$ cat src/rtl/riscv_ctrl_pkg.sv
// Shared definitions for the multi-cycle RISC-V control unit.
// Holds the opcode constants, immediate-select codes, ALU operation codes,
// FSM state encoding, error codes and the bundled control-output record.
package riscv_ctrl_pkg;

    localparam logic [6:0] OP_LOAD  = 7'b0000011;
    localparam logic [6:0] OP_STORE = 7'b0100011;
    localparam logic [6:0] OP_RTYPE = 7'b0110011;
    localparam logic [6:0] OP_ITYPE = 7'b0010011;

    localparam logic [2:0] IMM_I_ALU  = 3'b000;
    localparam logic [2:0] IMM_I_LOAD = 3'b001;
    localparam logic [2:0] IMM_S      = 3'b010;

    localparam logic [1:0] ERR_NONE    = 2'b00;
    localparam logic [1:0] ERR_ILLEGAL = 2'b01;
    localparam logic [1:0] ERR_TIMEOUT = 2'b10;

    typedef enum logic [3:0] {
        ALU_ADD  = 4'b0000,
        ALU_SUB  = 4'b0001,
        ALU_AND  = 4'b0010,
        ALU_OR   = 4'b0011,
        ALU_XOR  = 4'b0100,
        ALU_SLL  = 4'b0101,
        ALU_SRL  = 4'b0110,
        ALU_SRA  = 4'b0111,
        ALU_SLT  = 4'b1000,
        ALU_SLTU = 4'b1001
    } alu_ctrl_t;

    typedef enum logic [3:0] {
        S_FETCH,
        S_DECODE,
        S_MEMADR,
        S_MEMREAD,
        S_MEMWB,
        S_MEMWRITE,
        S_EXEC_R,
        S_EXEC_I,
        S_ALUWB,
        S_FAULT
    } state_t;

    // All control outputs in one record so reset gating is a single mux.
    typedef struct packed {
        logic       mem_req;
        logic       mem_we;
        logic       adr_src;
        logic       ir_write;
        logic       pc_write;
        logic       reg_write;
        logic [1:0] alu_src_a;
        logic [1:0] alu_src_b;
        logic [1:0] result_src;
        logic [2:0] imm_src;
        logic [3:0] alu_control;
        logic       instr_done;
        logic       error;
        logic [1:0] err_code;
    } ctrl_t;

endpackage

$ cat src/rtl/alu_decoder.sv
// Combinational ALU operation decoder.
// Ports:
//   funct3     in  3  instr[14:12]
//   funct7_5   in  1  instr[30]
//   is_rtype   in  1  1 = register-register op, 0 = immediate op
//   alu_control out 4 selected ALU operation
module alu_decoder
    import riscv_ctrl_pkg::*;
(
    input  logic [2:0] funct3,
    input  logic       funct7_5,
    input  logic       is_rtype,
    output alu_ctrl_t  alu_control
);

    always_comb begin
        alu_control = ALU_ADD;
        case (funct3)
            3'b000:  alu_control = (is_rtype && funct7_5) ? ALU_SUB : ALU_ADD;
            3'b001:  alu_control = ALU_SLL;
            3'b010:  alu_control = ALU_SLT;
            3'b011:  alu_control = ALU_SLTU;
            3'b100:  alu_control = ALU_XOR;
            // instr[30] selects SRA for both SRA and SRAI
            3'b101:  alu_control = funct7_5 ? ALU_SRA : ALU_SRL;
            3'b110:  alu_control = ALU_OR;
            3'b111:  alu_control = ALU_AND;
            default: alu_control = ALU_ADD;
        endcase
    end

endmodule

$ cat src/rtl/mc_control_unit.sv
// Multi-cycle RISC-V control unit for loads, stores, R-type and I-type ALU ops.
// Ports:
//   clk, rst_n                 clock, async active-low reset
//   op, funct3, funct7_5       instruction fields
//   mem_ready                  memory completes current request
//   mem_req, mem_we, adr_src   memory interface controls
//   ir_write, pc_write, reg_write  register write strobes
//   alu_src_a, alu_src_b, result_src, imm_src, alu_control  datapath selects
//   instr_done                 retirement pulse
//   error, err_code            sticky fault flag and cause
//
// state    | meaning
// FETCH    | request instruction at PC, PC+4 through ALU
// DECODE   | classify opcode
// MEMADR   | rs1 + imm address computation
// MEMREAD  | load request at ALUOut
// MEMWB    | write loaded data to register file
// MEMWRITE | store request at ALUOut
// EXEC_R   | register-register ALU op
// EXEC_I   | register-immediate ALU op
// ALUWB    | write ALUOut to register file
// FAULT    | illegal opcode or memory timeout, held until reset
module mc_control_unit
    import riscv_ctrl_pkg::*;
#(
    parameter int WAIT_LIMIT = 16
) (
    input  logic       clk,
    input  logic       rst_n,
    input  logic [6:0] op,
    input  logic [2:0] funct3,
    input  logic       funct7_5,
    input  logic       mem_ready,
    output logic       mem_req,
    output logic       mem_we,
    output logic       adr_src,
    output logic       ir_write,
    output logic       pc_write,
    output logic       reg_write,
    output logic [1:0] alu_src_a,
    output logic [1:0] alu_src_b,
    output logic [1:0] result_src,
    output logic [2:0] imm_src,
    output logic [3:0] alu_control,
    output logic       instr_done,
    output logic       error,
    output logic [1:0] err_code
);

    localparam int CW = $clog2(WAIT_LIMIT + 1);

    state_t      state, state_next;
    logic [CW-1:0] wait_cnt;
    logic [1:0]  err_q, err_next;
    logic        waiting;
    logic        timeout;
    alu_ctrl_t   dec_alu;
    ctrl_t       ctrl_raw, ctrl;

    alu_decoder u_alu_decoder (
        .funct3      (funct3),
        .funct7_5    (funct7_5),
        .is_rtype    (state == S_EXEC_R),
        .alu_control (dec_alu)
    );

    assign waiting = (state == S_FETCH) || (state == S_MEMREAD) || (state == S_MEMWRITE);
    // This not-ready cycle would be the WAIT_LIMIT-th in a row; a ready on
    // the same cycle is not a timeout, so completion wins.
    assign timeout = waiting && !mem_ready && (wait_cnt == CW'(WAIT_LIMIT - 1));

    always_ff @(posedge clk or negedge rst_n) begin
        if (!rst_n) begin
            state    <= S_FETCH;
            wait_cnt <= '0;
            err_q    <= ERR_NONE;
        end else begin
            state <= state_next;
            err_q <= err_next;
            if (state_next != state)
                wait_cnt <= '0;
            else if (waiting && !mem_ready)
                wait_cnt <= wait_cnt + CW'(1);
        end
    end

    always_comb begin
        state_next           = state;
        err_next             = err_q;
        ctrl_raw             = '0;
        ctrl_raw.alu_control = ALU_ADD;
        ctrl_raw.imm_src     = IMM_I_ALU;
        case (state)
            S_FETCH: begin
                ctrl_raw.mem_req    = 1'b1;
                ctrl_raw.alu_src_b  = 2'b10;
                ctrl_raw.result_src = 2'b10;
                if (mem_ready) begin
                    ctrl_raw.ir_write = 1'b1;
                    ctrl_raw.pc_write = 1'b1;
                    state_next        = S_DECODE;
                end else if (timeout) begin
                    state_next = S_FAULT;
                    err_next   = ERR_TIMEOUT;
                end
            end
            S_DECODE: begin
                if (op == OP_LOAD || op == OP_STORE)
                    state_next = S_MEMADR;
                else if (op == OP_RTYPE)
                    state_next = S_EXEC_R;
                else if (op == OP_ITYPE)
                    state_next = S_EXEC_I;
                else begin
                    state_next = S_FAULT;
                    err_next   = ERR_ILLEGAL;
                end
            end
            S_MEMADR: begin
                ctrl_raw.alu_src_a = 2'b10;
                ctrl_raw.alu_src_b = 2'b01;
                if (op == OP_STORE) begin
                    ctrl_raw.imm_src = IMM_S;
                    state_next       = S_MEMWRITE;
                end else begin
                    ctrl_raw.imm_src = IMM_I_LOAD;
                    state_next       = S_MEMREAD;
                end
            end
            S_MEMREAD: begin
                ctrl_raw.mem_req = 1'b1;
                ctrl_raw.adr_src = 1'b1;
                if (mem_ready)
                    state_next = S_MEMWB;
                else if (timeout) begin
                    state_next = S_FAULT;
                    err_next   = ERR_TIMEOUT;
                end
            end
            S_MEMWB: begin
                ctrl_raw.result_src = 2'b01;
                ctrl_raw.reg_write  = 1'b1;
                ctrl_raw.instr_done = 1'b1;
                state_next          = S_FETCH;
            end
            S_MEMWRITE: begin
                ctrl_raw.mem_req = 1'b1;
                ctrl_raw.mem_we  = 1'b1;
                ctrl_raw.adr_src = 1'b1;
                if (mem_ready) begin
                    ctrl_raw.instr_done = 1'b1;
                    state_next          = S_FETCH;
                end else if (timeout) begin
                    state_next = S_FAULT;
                    err_next   = ERR_TIMEOUT;
                end
            end
            S_EXEC_R: begin
                ctrl_raw.alu_src_a   = 2'b10;
                ctrl_raw.alu_src_b   = 2'b00;
                ctrl_raw.alu_control = dec_alu;
                state_next           = S_ALUWB;
            end
            S_EXEC_I: begin
                ctrl_raw.alu_src_a   = 2'b10;
                ctrl_raw.alu_src_b   = 2'b01;
                ctrl_raw.imm_src     = IMM_I_ALU;
                ctrl_raw.alu_control = dec_alu;
                state_next           = S_ALUWB;
            end
            S_ALUWB: begin
                ctrl_raw.result_src = 2'b00;
                ctrl_raw.reg_write  = 1'b1;
                ctrl_raw.instr_done = 1'b1;
                state_next          = S_FETCH;
            end
            S_FAULT: begin
                ctrl_raw.error    = 1'b1;
                ctrl_raw.err_code = err_q;
            end
            default: state_next = S_FETCH;
        endcase
    end

    // Outputs are forced low for the whole time reset is held, not just at
    // the edge, since the reset state itself would otherwise request memory.
    assign ctrl = rst_n ? ctrl_raw : '0;

    assign mem_req     = ctrl.mem_req;
    assign mem_we      = ctrl.mem_we;
    assign adr_src     = ctrl.adr_src;
    assign ir_write    = ctrl.ir_write;
    assign pc_write    = ctrl.pc_write;
    assign reg_write   = ctrl.reg_write;
    assign alu_src_a   = ctrl.alu_src_a;
    assign alu_src_b   = ctrl.alu_src_b;
    assign result_src  = ctrl.result_src;
    assign imm_src     = ctrl.imm_src;
    assign alu_control = ctrl.alu_control;
    assign instr_done  = ctrl.instr_done;
    assign error       = ctrl.error;
    assign err_code    = ctrl.err_code;

endmodule

$ cat config.mk
export PLATFORM = sky130hd
export DESIGN_NAME = mc_control_unit
export DESIGN_NICKNAME = d
export VERILOG_FILES = /design/src/rtl/riscv_ctrl_pkg.sv /design/src/rtl/alu_decoder.sv /design/src/rtl/mc_control_unit.sv
export SDC_FILE = /design/constraint.sdc
export NUM_CORES = 1
export LEC_CHECK = 0
export BUFFER_PORTS_ARGS = -buffer_cell sky130_fd_sc_hd__buf_2
export CORE_MARGIN = 1
export CORE_UTILIZATION = 25
export CTS_CLUSTER_SIZE = 14
export DETAILED_ROUTE_END_ITERATION = 8
export PLACE_DENSITY = 0.52
export SLEW_MARGIN = 20
export SYNTH_ARGS = -nofsm -noshare
export SYNTH_HDL_FRONTEND = slang
export SYNTH_SLANG_ARGS = --single-unit
$ cat constraint.sdc
create_clock -name clk -period 5.4 [get_ports clk]
set_clock_uncertainty 0.1 [all_clocks]
set_input_delay 0.27 -clock clk [delete_from_list [all_inputs] [get_ports clk]]
set_output_delay 0.27 -clock clk [all_outputs]
set_load 0.05 [all_outputs]
# After elaboration in Yosys (flattened, before gate mapping)
# Index checks and enable logic that the tools add are counted.
[op_classes] n_addsub=1 multipliers=0 div=0 order_cmp=0 eq_ne=27 shift=0 muxes=36 bitwise=0 n_reduce_logical=18
[ops] op="$mux 4" n=8
[ops] op="$pmux 4 s8" n=1
[ops] op="$pmux 4 s7" n=1
[ops] op="$mux 23" n=1
[ops] op="$mux 2" n=9
[ops] op="$eq 4x3->1 const B" n=4
[ops] op="$eq 7x6->1 const B" n=2
[ops] op="$eq 3x3->1 const B" n=4
[ops] op="$pmux 2 s2" n=3
[ops] op="$mux 5" n=2
[ops] op="$mux 3" n=3
[ops] op="$eq 4x2->1 const B" n=2
[ops] op="$eq 4x4->1 const B" n=2
[ops] op="$ne 2x2->1 const B" n=4
[ops] op="$reduce_or 2->1" n=4
[ops] op="$eq 7x2->1 const B" n=1
[ops] op="$eq 7x5->1 const B" n=1
[ops] op="$mux 1" n=7
[ops] op="$eq 3x2->1 const B" n=2
[ops] op="$reduce_and 6->1" n=1
[ops] op="$reduce_or 3->1" n=2
[ops] op="$add 5x1->5 const B" n=1
[ops] op="$eq 5x4->1 const B" n=1
[ops] op="$eq 4x1->1 const B" n=1
[ops] op="other kinds (10)" n=15
[totals] ff_bits=11 latchBits=0 ram_bits=0 mem_bits_ro=0 word_cells=85 n_memories=0

# Depth between registers and ports, before layout
[logic_depth] word_depth=10 mapped_depth=7

# Modules after synthesis
# A second synthesis with hierarchy kept.
[unflattened] cells_unflattened=130 area_unflattened_um2=1053.5
[by_module_without_submodules] module="mc_control_unit" n_inst=1 cells_each=121 area_per_inst_um2=991.0
[by_module_without_submodules] module="alu_decoder" n_inst=1 cells_each=9 area_per_inst_um2=62.6

# Least setup slack after synthesis
# OpenSTA, ideal clock, no wires.
[synth_path] path_kind="register -> output" startpoint="reg state[0]" endpoint="out pc_write" t_arrival_ps=2836 required_ps=5030 slack_ps=2194 path_stages_with_launch=7 n_path_buf=2 path_cell_list="dfrtp_1 buf_2 nor2_1 nand2_1 nor3_1 and2_1 buf_4"
[synth_between] elab_chain_cells=3
[synth_rtl] item="start, declared" line_no="mc_control_unit.sv:52" source="state_t state, state_next;"
[synth_rtl] item="start signal, assigned" line_no="mc_control_unit.sv:78" source="state <= state_next;"
[synth_rtl] item="$logic_not 4->1" line_no="mc_control_unit.sv:93" source="case (state)"
[synth_rtl] item="$mux 2" line_no="mc_control_unit.sv:93"
[synth_rtl] item="$mux 23" line_no="mc_control_unit.sv:187" source="assign ctrl = rst_n ? ctrl_raw : '0;"
[synth_rtl] item="end, declared" line_no="mc_control_unit.sv:38" source="output logic pc_write,"
# No other way between the ends.

# Worst setup path in the final report
[layout_path] startpoint="reg state[1]" endpoint="out alu_control[0]"
[layout_between] elab_chain_cells=6 elab_cells_between_ends=8
[layout_rtl] item="$eq 4x3->1" line_no="mc_control_unit.sv:63, mc_control_unit.sv:93"
[layout_rtl] item="$logic_and 1x1->1" line_no="alu_decoder.sv:19" source="3'b000: alu_control = (is_rtype && funct7_5) ? ALU_SUB : ALU_ADD;"
[layout_rtl] item="$mux 1" line_no="alu_decoder.sv:19"
[layout_rtl] item="$pmux 4 s8" line_no="alu_decoder.sv:18" source="case (funct3)"
[layout_rtl] item="$mux 4 *" line_no="mc_control_unit.sv:93"
[layout_rtl] item="$mux 23 *" line_no="mc_control_unit.sv:187"
[layout_rtl] item="end, declared" line_no="mc_control_unit.sv:44" source="output logic [3:0] alu_control,"
# Mark *: on every way between the ends. The rest lies on a longest branch, timed or not.

==> impl_metrics.py <==
metrics = {
    "die": {
        "die_y_um": 65.8,
        "core_area_sq_um": 3770,
        "die_x_um": 65.8,
        "initial_core_util": 0.270,
        "core.rowCount": 22,
        "io-pin-count": 37,
        "dieArea_sq_um": 4330,
    },
    "cts": {
        "insertion_delay_ps": 240,
        "cts_tree": "done",
        "cts_made_buffers": 3,
        "cts_max_level": 1,
        "clk_pin_slew_ps": 50,
        "cts_resized": 0,
        "cts_sinks": 11,
        "clockBufferDepth": 2,
        "clockRootBuffer": "clkbuf_8",
        "hold_buffers": 1,
        "cts_setup_buffers": 0,
    },
    "timing": {
        "setup_violations": 0,
        "max_freq_mhz": 401,
        "timing.setup.tns_ps": 0,
        "holdWs_ps": 275,
        "drv_slew": 0,
        "worst_pin_slew_ps": 752,
        "fin_crit_ps": 2500,
        "finalHoldViolCount": 0,
        "slew-limit-headroom": 0.495,
        "rsz0062_at_grt": "false",
        "period_share": 0.462,
    },
    "critical_path": {
        "r2r_end": "wait_cnt[4]$_DFFE_PN0P_",
        "path_cells": "nor2b_1 -> a31oi_1 -> or2_2 -> a31oi_1 -> buf_2",
        "cp-start-kind": "register",
        "ff2ff_setup_slack_ps": 3160,
        "crit_buf_inv": 1,
        "cp-end-kind": "output pin",
        "crit_type": "reg -> out",
        "slowest_stage": "dfrtp_1",
        "cp.required_ps": 5030,
        "cp_top_family": "flip-flops",
        "cp_data_arrival_time_ps": 2130,
        "max_stage_delay_ps": 710,
        "r2r_start": "wait_cnt[0]$_DFFE_PN0P_",
        "cp_max_fo": 20,
        "reg2regPathDepth": 7,
        "cp_common_cell": "a31oi_1",
    },
    "logic_synthesis": {
        "synth_enable_flop_cells": 0,
        "seq_area_frac_synth": 0.271,
        "synthFlopType": "dfrtp_1",
        "synth_area_sq_um": 1020,
        "ys_async_sr_fraction": 1.00,
        "yosysUniqueCellTypes": 44,
        "synth_warnings": 0,
        "synth-seq-cells": 11,
        "synthCells": 131,
        "avgSynthCellArea_sq_um": 7.77,
    },
    "placed_design": {
        "dpl.hpwl_um": 1940,
        "dp.cells": 203,
        "gp_congestion": 0.831,
        "placed_cell_area_sq_um": 1180,
        "port_buffers": 34,
    },
    "global_routing": {
        "antenna_found_initial": 0,
        "grt_pass1_wl_um": 4170,
        "grt_util_all_layers": 0.124,
        "grt_max_degree": 21,
        "grt_pass1_vias": 956,
        "grt.overflow.total": 0,
    },
    "layout": {
        "post-route-util": 0.329,
        "fin_nets": 177,
        "stdcell_count": 208,
        "area_delta_synth_final_pct": 21.9,
        "layout_common_cells": "buf_2 (34), nor2_1 (11), dfrtp_1 (11)",
        "drive_gt1_frac": 0.275,
        "fin_area_sq_um": 1240,
        "n_fill_cell": 385,
        "antenna_cells": 0,
        "final_common_cell": "buf_2",
    },
    "route": {
        "drc_errors": 0,
        "drt_iter0_markers": 23,
        "dr_total_vias": 1033,
        "wl_per_cell_um": 12.7,
        "firstDrtPassIters": 4,
        "postRouteWirelength_um": 2650,
        "antenna_left": 0,
        "vias_per_cell": 4.97,
    },
    "pwr": {
        "p_leak_nw": 0.592,
        "p_per_area_nw_per_um2": 252,
        "vdd_ir_drop_max_uv": 198,
    },
    "min_path": {
        "hold-path-cell-count": 4,
        "hold-path-endpoint": "state[1]$_DFF_PN0_",
        "hold_path.class": "in -> reg",
        "hold_start": "op[6]",
    },
    "status": {
        "status": "completed",
    },
    "job": {
        "maxCapViolCount": 0,
    },
}
-- synth_stat cells, types with 3 or more instances --
master     n  area share
and2_1     3       0.018
clkbuf_1   3       0.011
or3_1      3       0.018
or2_2      3       0.018
nor4_1     3       0.018
a21oi_1    4       0.020
dfrtp_1   11        0.27
xor2_1     3       0.026
nor3_1     7       0.034
buf_4      4       0.030
o21ai_0    9       0.044
and3_1     5       0.031
nor2b_1    7       0.043
nand2_1   10       0.037
inv_1      5       0.018
nor2_1    11       0.041
nand3_1    5       0.025
-- registers in the layout (all words and copies together) (netlist names) --
signal    flops
err_q         2
wait_cnt      5
state         4
-- how the worst max path moves through the flow --
| stage | slack (ps) | depth (start not counted) | startpoint | endpoint |
|---|---|---|---|---|
| 4_1_cts | 2900 | 5 | state[1]$_DFF_PN0_ | alu_control[0] |
| 3_3_place_gp | 3200 | 5 | state[1]$_DFF_PN0_ | alu_control[0] |
| 3_5_place_dp | 3170 | 5 | state[1]$_DFF_PN0_ | alu_control[0] |
| 5_1_grt | 2760 | 5 | state[1]$_DFF_PN0_ | alu_control[0] |
| 2_1_floorplan | 2190 | 6 | state[0]$_DFF_PN0_ | pc_write |
| 6_report | 2900 | 5 | state[1]$_DFF_PN0_ | alu_control[0] |
-- worst min-delay path: cells and delay by family --
kind | cells | cell delay (ps)
compound gates | 1 | 130
buf+inv | 1 | 70
simple gates | 2 | 110
-- power breakdown --
part,leakage [nW],switching (mW),internal [mW],total (mW)
clock network,0.0228,0.0331,0.0520,0.0851
registers,0.139,0.0217,0.0889,0.111
logic,0.430,0.0779,0.0394,0.117
-- layer usage --
metal	GRT usage	wire length (um)	vias to the layer above
li1	-	-	524
met1	0.144	1180	493
met2	0.231	1410	16
met3	0.0207	51	0
met4	0.0299	0	0
met5	0	0	-
-- final cells by class --
| cell class | instances | area (sq um) | area share |
|---|---|---|---|
| Multi-Input combinational cell | 105 | 661 | 0.533 |
| Sequential cell | 11 | 275 | 0.222 |
| Timing Repair Buffer | 35 | 180 | 0.145 |
| Tap cell | 48 | 60.1 | 0.0484 |
| Clock buffer | 4 | 45.0 | 0.0363 |
| Inverter | 5 | 18.8 | 0.0151 |
-- cell families (layout without fill, tap and decap cells) --
logic type | count (synthesis) | in the layout | share of synthesized area
buffers and inverters | 16 | 44 | 0.0836
other | 1 | 2 | 0.00369
adders and majority gates | 2 | 2 | 0.0246
and+or+nand+nor | 66 | 66 | 0.354
AOI/OAI and AO/OA | 29 | 29 | 0.208
DFF | 11 | 11 | 0.271
xor gates and xnor gates | 4 | 4 | 0.0344
muxes | 2 | 2 | 0.0209
-- per-stage QoR --
step	setup slack [ps]	total power, mW
floorplan	2190	0.200
global placement	3200	0.227
detailed placement	3170	0.228
CTS	2900	0.315
global route	2760	0.333
finish	2900	0.313
(Power assumes the default switching activity.)
